## config.mk

```make
export PLATFORM = sky130hd
export DESIGN_NAME = imem_fetch_ctrl
export DESIGN_NICKNAME = d
export VERILOG_FILES = /design/src/rtl/imem_pkg.sv /design/src/rtl/imem_rsp_fifo.sv /design/src/rtl/imem_fetch_ctrl.sv
export SDC_FILE = /design/constraint.sdc
export NUM_CORES = 1
export LEC_CHECK = 0
export CORE_MARGIN = 2
export CORE_UTILIZATION = 25
export CTS_CLUSTER_DIAMETER = 30
export DETAILED_ROUTE_END_ITERATION = 16
export HOLD_SLACK_MARGIN = 0.1
export SYNTH_ARGS = -nofsm -noshare
export SYNTH_HDL_FRONTEND = slang
export SYNTH_SLANG_ARGS = --single-unit
```

## constraint.sdc

```tcl
create_clock -name clock -period 10.4 [get_ports clock]
set_input_delay 2.08 -clock clock [delete_from_list [all_inputs] [get_ports clock]]
set_output_delay 2.08 -clock clock [all_outputs]
set_load 0.01 [all_outputs]
```

## src/rtl/imem_pkg.sv

```systemverilog
// Shared defaults, fetch-controller state encoding and response-entry layout for the
// instruction-memory fetch path.
package imem_pkg;

  localparam int unsigned AddrWidthDef = 11;
  localparam int unsigned DataWidthDef = 32;
  localparam int unsigned NumWmasksDef = 4;

  typedef enum logic [1:0] {
    StRun,
    StDrain,
    StLoad
  } imem_state_e;

  typedef struct packed {
    logic [DataWidthDef-1:0] data;
    logic                    err;
  } rsp_entry_t;

endpackage

```

## src/rtl/imem_rsp_fifo.sv

```systemverilog
// Two-entry response FIFO with simultaneous push/pop and a single-cycle flush.
// The head reads as zero while empty so the response outputs idle at zero.
module imem_rsp_fifo
  import imem_pkg::*;
#(
  parameter type entry_t = rsp_entry_t
) (
  input  logic       clock,
  input  logic       reset,
  input  logic       push,
  input  logic       pop,
  input  logic       flush,
  input  entry_t     push_data,
  output entry_t     head,
  output logic [1:0] count
);

  entry_t     mem_q [2];
  logic       rd_ptr_q, wr_ptr_q;
  logic [1:0] count_q, count_d;

  always_comb begin
    count_d = count_q;
    unique case ({push, pop})
      2'b10:   count_d = count_q + 2'd1;
      2'b01:   count_d = count_q - 2'd1;
      default: count_d = count_q;
    endcase
  end

  always_ff @(posedge clock) begin
    if (reset || flush) begin
      rd_ptr_q <= 1'b0;
      wr_ptr_q <= 1'b0;
      count_q  <= 2'd0;
    end else begin
      if (push) wr_ptr_q <= ~wr_ptr_q;
      if (pop)  rd_ptr_q <= ~rd_ptr_q;
      count_q <= count_d;
    end
  end

  // Storage needs no reset: nothing is visible until count is non-zero.
  always_ff @(posedge clock) begin
    if (push && !reset && !flush) mem_q[wr_ptr_q] <= push_data;
  end

  assign head  = (count_q != 2'd0) ? mem_q[rd_ptr_q] : '0;
  assign count = count_q;

endmodule

```

## src/rtl/imem_fetch_ctrl.sv

```systemverilog
// Instruction fetch controller in front of a 1-cycle-latency dual-port SRAM.
// Define IMEM_LOAD_EN to build the program-load path (DRAIN/LOAD states, load_* ports).
module imem_fetch_ctrl
  import imem_pkg::*;
#(
  parameter int unsigned ADDR_WIDTH = AddrWidthDef,
  parameter int unsigned DATA_WIDTH = DataWidthDef,
  parameter int unsigned NUM_WMASKS = NumWmasksDef
) (
  input  logic                  clock,
  input  logic                  reset,
  input  logic                  req_valid,
  output logic                  req_ready,
  input  logic [31:0]           req_addr,
  input  logic                  flush,
  output logic                  rsp_valid,
  input  logic                  rsp_ready,
  output logic [DATA_WIDTH-1:0] rsp_data,
  output logic                  rsp_err,
`ifdef IMEM_LOAD_EN
  input  logic                  load_valid,
  output logic                  load_ready,
  input  logic [31:0]           load_addr,
  input  logic [DATA_WIDTH-1:0] load_data,
  input  logic [NUM_WMASKS-1:0] load_mask,
`endif
  output logic                  sram_csb0,
  output logic                  sram_web0,
  output logic [NUM_WMASKS-1:0] sram_wmask0,
  output logic [ADDR_WIDTH-1:0] sram_addr0,
  output logic [DATA_WIDTH-1:0] sram_din0,
  output logic                  sram_csb1,
  output logic [ADDR_WIDTH-1:0] sram_addr1,
  input  logic [DATA_WIDTH-1:0] sram_dout1
);

  typedef struct packed {
    logic [DATA_WIDTH-1:0] data;
    logic                  err;
  } entry_t;

  imem_state_e state_q, state_d;
  logic        if_valid_q, if_err_q;
  logic [1:0]  fifo_count;
  logic        req_err, accept, push, pop;
  entry_t      push_entry, head;

  assign req_err = (req_addr[1:0] != 2'b00) || ((req_addr >> (ADDR_WIDTH + 2)) != 32'd0);

  // In-flight slot counts against FIFO space so a returning read always has room.
  assign req_ready = !reset && !flush && (state_q == StRun) &&
                     (({1'b0, fifo_count} + {2'b00, if_valid_q}) < 3'd2);
  assign accept    = req_valid && req_ready;

  assign sram_csb1  = !(accept && !req_err);
  assign sram_addr1 = sram_csb1 ? '0 : req_addr[ADDR_WIDTH+1:2];

  always_ff @(posedge clock) begin
    if (reset) begin
      state_q    <= StRun;
      if_valid_q <= 1'b0;
      if_err_q   <= 1'b0;
    end else begin
      state_q    <= state_d;
      if_valid_q <= accept;
      if_err_q   <= accept && req_err;
    end
  end

  assign push            = if_valid_q && !flush;
  assign pop             = rsp_valid && rsp_ready && !flush;
  assign push_entry.data = if_err_q ? '0 : sram_dout1;
  assign push_entry.err  = if_err_q;

  imem_rsp_fifo #(
    .entry_t (entry_t)
  ) u_rsp_fifo (
    .clock     (clock),
    .reset     (reset),
    .push      (push),
    .pop       (pop),
    .flush     (flush),
    .push_data (push_entry),
    .head      (head),
    .count     (fifo_count)
  );

  assign rsp_valid = (fifo_count != 2'd0);
  assign rsp_data  = head.data;
  assign rsp_err   = head.err;

`ifdef IMEM_LOAD_EN
  logic load_ok;
  assign load_ok = (load_addr[1:0] == 2'b00) && ((load_addr >> (ADDR_WIDTH + 2)) == 32'd0);

  always_comb begin
    state_d     = state_q;
    load_ready  = 1'b0;
    sram_csb0   = 1'b1;
    sram_web0   = 1'b1;
    sram_wmask0 = '0;
    sram_addr0  = '0;
    sram_din0   = '0;
    if (!reset) begin
      unique case (state_q)
        StRun:   if (load_valid) state_d = StDrain;
        StDrain: if (!if_valid_q) state_d = StLoad;
        StLoad: begin
          load_ready = 1'b1;
          if (!load_valid) begin
            state_d = StRun;
          end else if (load_ok) begin
            // Bad beats are still accepted, just never written.
            sram_csb0   = 1'b0;
            sram_web0   = 1'b0;
            sram_wmask0 = load_mask;
            sram_addr0  = load_addr[ADDR_WIDTH+1:2];
            sram_din0   = load_data;
          end
        end
        default: state_d = StRun;
      endcase
    end
  end
`else
  assign state_d     = StRun;
  assign sram_csb0   = 1'b1;
  assign sram_web0   = 1'b1;
  assign sram_wmask0 = '0;
  assign sram_addr0  = '0;
  assign sram_din0   = '0;
`endif

endmodule

```

==> impl_metrics.tcl <==
set metrics [dict create \
    p_leak_uw 0.00170 \
    portBuffers 115 \
    async_flop_share 0 \
    reg2reg_from "if_valid_q" \
    clk_latency_ns 0.33 \
    dieHeight_um 123 \
    ys_ff_latch 73 \
    drt_first_pass_iters 4 \
    drive_gt1_frac 0.0756 \
    gp_congestion 0.709 \
    final.period_utilization 0.605 \
    start_util 0.256 \
    peakVddDrop_uv 54.9 \
    num-nets-final 462 \
    finalSetupViolCount 0 \
    cts_tree "yes" \
    wire_per_inst_um 13.2 \
    dieArea_mm2 0.0152 \
    synthToLayoutAreaGrowth_pct 41.4 \
    arrival_ns 4.21 \
    critPathKind "input pin to output pin" \
    grt_use_total 0.104 \
    grt_first_pass_wirelength_um 11600 \
    drv_slew 0 \
    synth.area.mux_share 0.0930 \
    first_global_vias 2348 \
    min_from "u_rsp_fifo.rd_ptr_q" \
    fin_setup_tns_ns 0 \
    wl_um 7640 \
    finalNonFillerCells 577 \
    chipWidth_um 123 \
    n_antenna_cell 0 \
    r2r_cells 2 \
    cts_resized 0 \
    synthSimpleGateAreaFrac 0.157 \
    ys_seq_area_frac 0.597 \
    root_buffer "clkbuf_16" \
    syn_inst 278 \
    antenna_found_initial 1 \
    ant_nets 0 \
    io_pins 165 \
    synth_area_mm2 0.00355 \
    worst_hold_path.num_cells 2 \
    path_max_fanout 13 \
    rows 43 \
    r2r_end "u_rsp_fifo.mem_q[1][16]" \
    maxSlewHeadroom 0.254 \
    cap_violations 0 \
    synth_compound_area_frac 0.0141 \
    drc 0 \
    core-area_mm2 0.0139 \
    htreeDepth 3 \
    dominantRegCellSynth "edfxtp_1" \
    synth_top_family_by_area "simple AND/OR/NAND/NOR gates" \
    power_density_mw_per_mm2 136 \
    rsz0062_at_grt "false" \
    cp-startpoint "req_addr[0]" \
    dp_hpwl_um 5320 \
    synth_commonest_cells "edfxtp_1 (66), buf_4 (50), nor2_1 (39)" \
    worst_ep_required_time_ns 8.32 \
    netlist_top_cells_area "edfxtp_1 (56%), buf_4 (11%), mux2i_1 (9.3%), nor2b_1 (5.6%), nor2_1 (4.1%)" \
    synth-xor-area-share 0.00986 \
    path_clk_slew_ns 0.06 \
    ys_warn_count 0 \
    finClkSkew_ns 0.00620 \
    routed-via-count 2350 \
    hold_class "register to register" \
    placed_cells 561 \
    cp-end-kind "output pin" \
    synth_top_cell_area_share 0.558 \
    grt_start_max_net_pins 35 \
    synth_largest_area_cell "edfxtp_1" \
    fmax_ghz 0.159 \
    viasPerCell 4.07 \
    grt-ovfl-total 0 \
    drt_iter0_drc 65 \
    synth_most_common_cell "edfxtp_1" \
    synth_fa_ha_area_frac 0.00352 \
    synth-edff-count 66 \
    post-route-min-period_ns 6.29 \
    cts_made_buffers 9 \
    worst_pin_slew_ns 1.12 \
    holdBufCountCts 0 \
    worst_slack_ns 4.11 \
    post_cts_buffers 0 \
    syn_area_per_cell_um2 12.8 \
    r2r_slack_ns 8.17 \
    crit_path_start_kind "input pin" \
    cts.sinks 73 \
    synth.distinct_cells 31 \
    place_ws_ns 4.10 \
    status "completed" \
    cts_buffer_depth 2 \
    hold_viol 0 \
]
## area by class of cell
type | count | area, um^2
multi-input combinational | 188 | 1200
clock buffer | 10 | 229
fill | 1388 | 8850
inverter | 1 | 3.75
sequential | 73 | 2120
clock inverter | 6 | 67.6
timing repair buffer | 119 | 1180
tap | 180 | 225
## cell usage in the layout, fill, tap and decap left out
cell type        count
clkinv_1             1
conb_1              49
xnor2_1              2
nor2_1              38
nand3_1              1
or3_1                1
nor3_4               1
clkinvlp_4           1
and2_4               1
or4_4                1
edfxtp_1            66
ha_1                 1
clkbuf_16            9
mux2i_1             33
nor2_4               1
nand2b_1             1
nor4_1               3
a2111oi_4            1
nor2b_1             32
and4_2               3
a21oi_1              1
clkbuf_1             1
nor3b_2              1
and4_1               9
clkdlybuf4s50_1    115
buf_4                4
dfxtp_1              6
bufinv_16            1
xor2_1               2
nor4bb_4             1
inv_6                1
clkinv_4             2
o21ai_0              2
or2_2                1
nor3_1               1
a21boi_0             1
inv_1                1
dfxtp_2              1
## metal layers
layer	vias to the layer above	share of wire	GRT usage
li1	1104	-	-
met3	14	0.10	0.0415
met4	2	0.020	0.0533
met2	132	0.49	0.180
met1	1098	0.39	0.109
met5	-	0.0017	0
## where the power goes
part | total [uW] | internal, uW | switching, uW | leakage [uW]
logic | 53.8 | 31.2 | 22.6 | 0.000907
registers | 325 | 323 | 1.99 | 0.000655
clock network | 303 | 186 | 117 | 0.000141
## through the flow
step                      area [um^2]  power, uW  hold slack [ns]  utilization
after floorplan                  3730        365            0.472            -
after global routing             5030        709            0.536        0.362
after global placement           4730        384            0.485        0.341
after detailed placement         4730        385            0.488        0.341
final                            5030        682            0.499        0.362
after CTS                        5030        693            0.503        0.362
## worst max path at each step
| stage | end | slack [ns] |
|---|---|---|
| floorplan | u_rsp_fifo.mem_q[1][0] | 4.56 |
| global placement | sram_addr1[1] | 4.14 |
| detailed placement | sram_addr1[10] | 4.10 |
| CTS | sram_addr1[0] | 4.10 |
| global route | sram_addr1[0] | 4.04 |
| finish | sram_addr1[1] | 4.11 |
## state kept, by name, indices dropped and copies added, names as in the netlist, named ones only
| register | cells |
|---|---|
| u_rsp_fifo.mem_q | 66 |
| u_rsp_fifo.count | 2 |
| if_err_q | 1 |
| if_valid_q | 1 |
| u_rsp_fifo.rd_ptr_q | 1 |
| u_rsp_fifo.wr_ptr_q | 1 |
## cells by family after synthesis
| family | after synthesis |
|---|---|
| flops | 73 |
| simple gates | 96 |
| mux | 33 |
| xor+xnor | 4 |
| other cells | 2 |
| fa+ha+maj | 1 |
| buf+inv | 64 |
| compound gates | 5 |
## worst max-delay path, cell delays in order
cell and delay (ns):
clkdlybuf4s50_1 0.44, or4_4 0.53, nor3_4 0.34, and4_2 0.28, clkdlybuf4s50_1 0.53
Power figures use the tool's default switching activity.
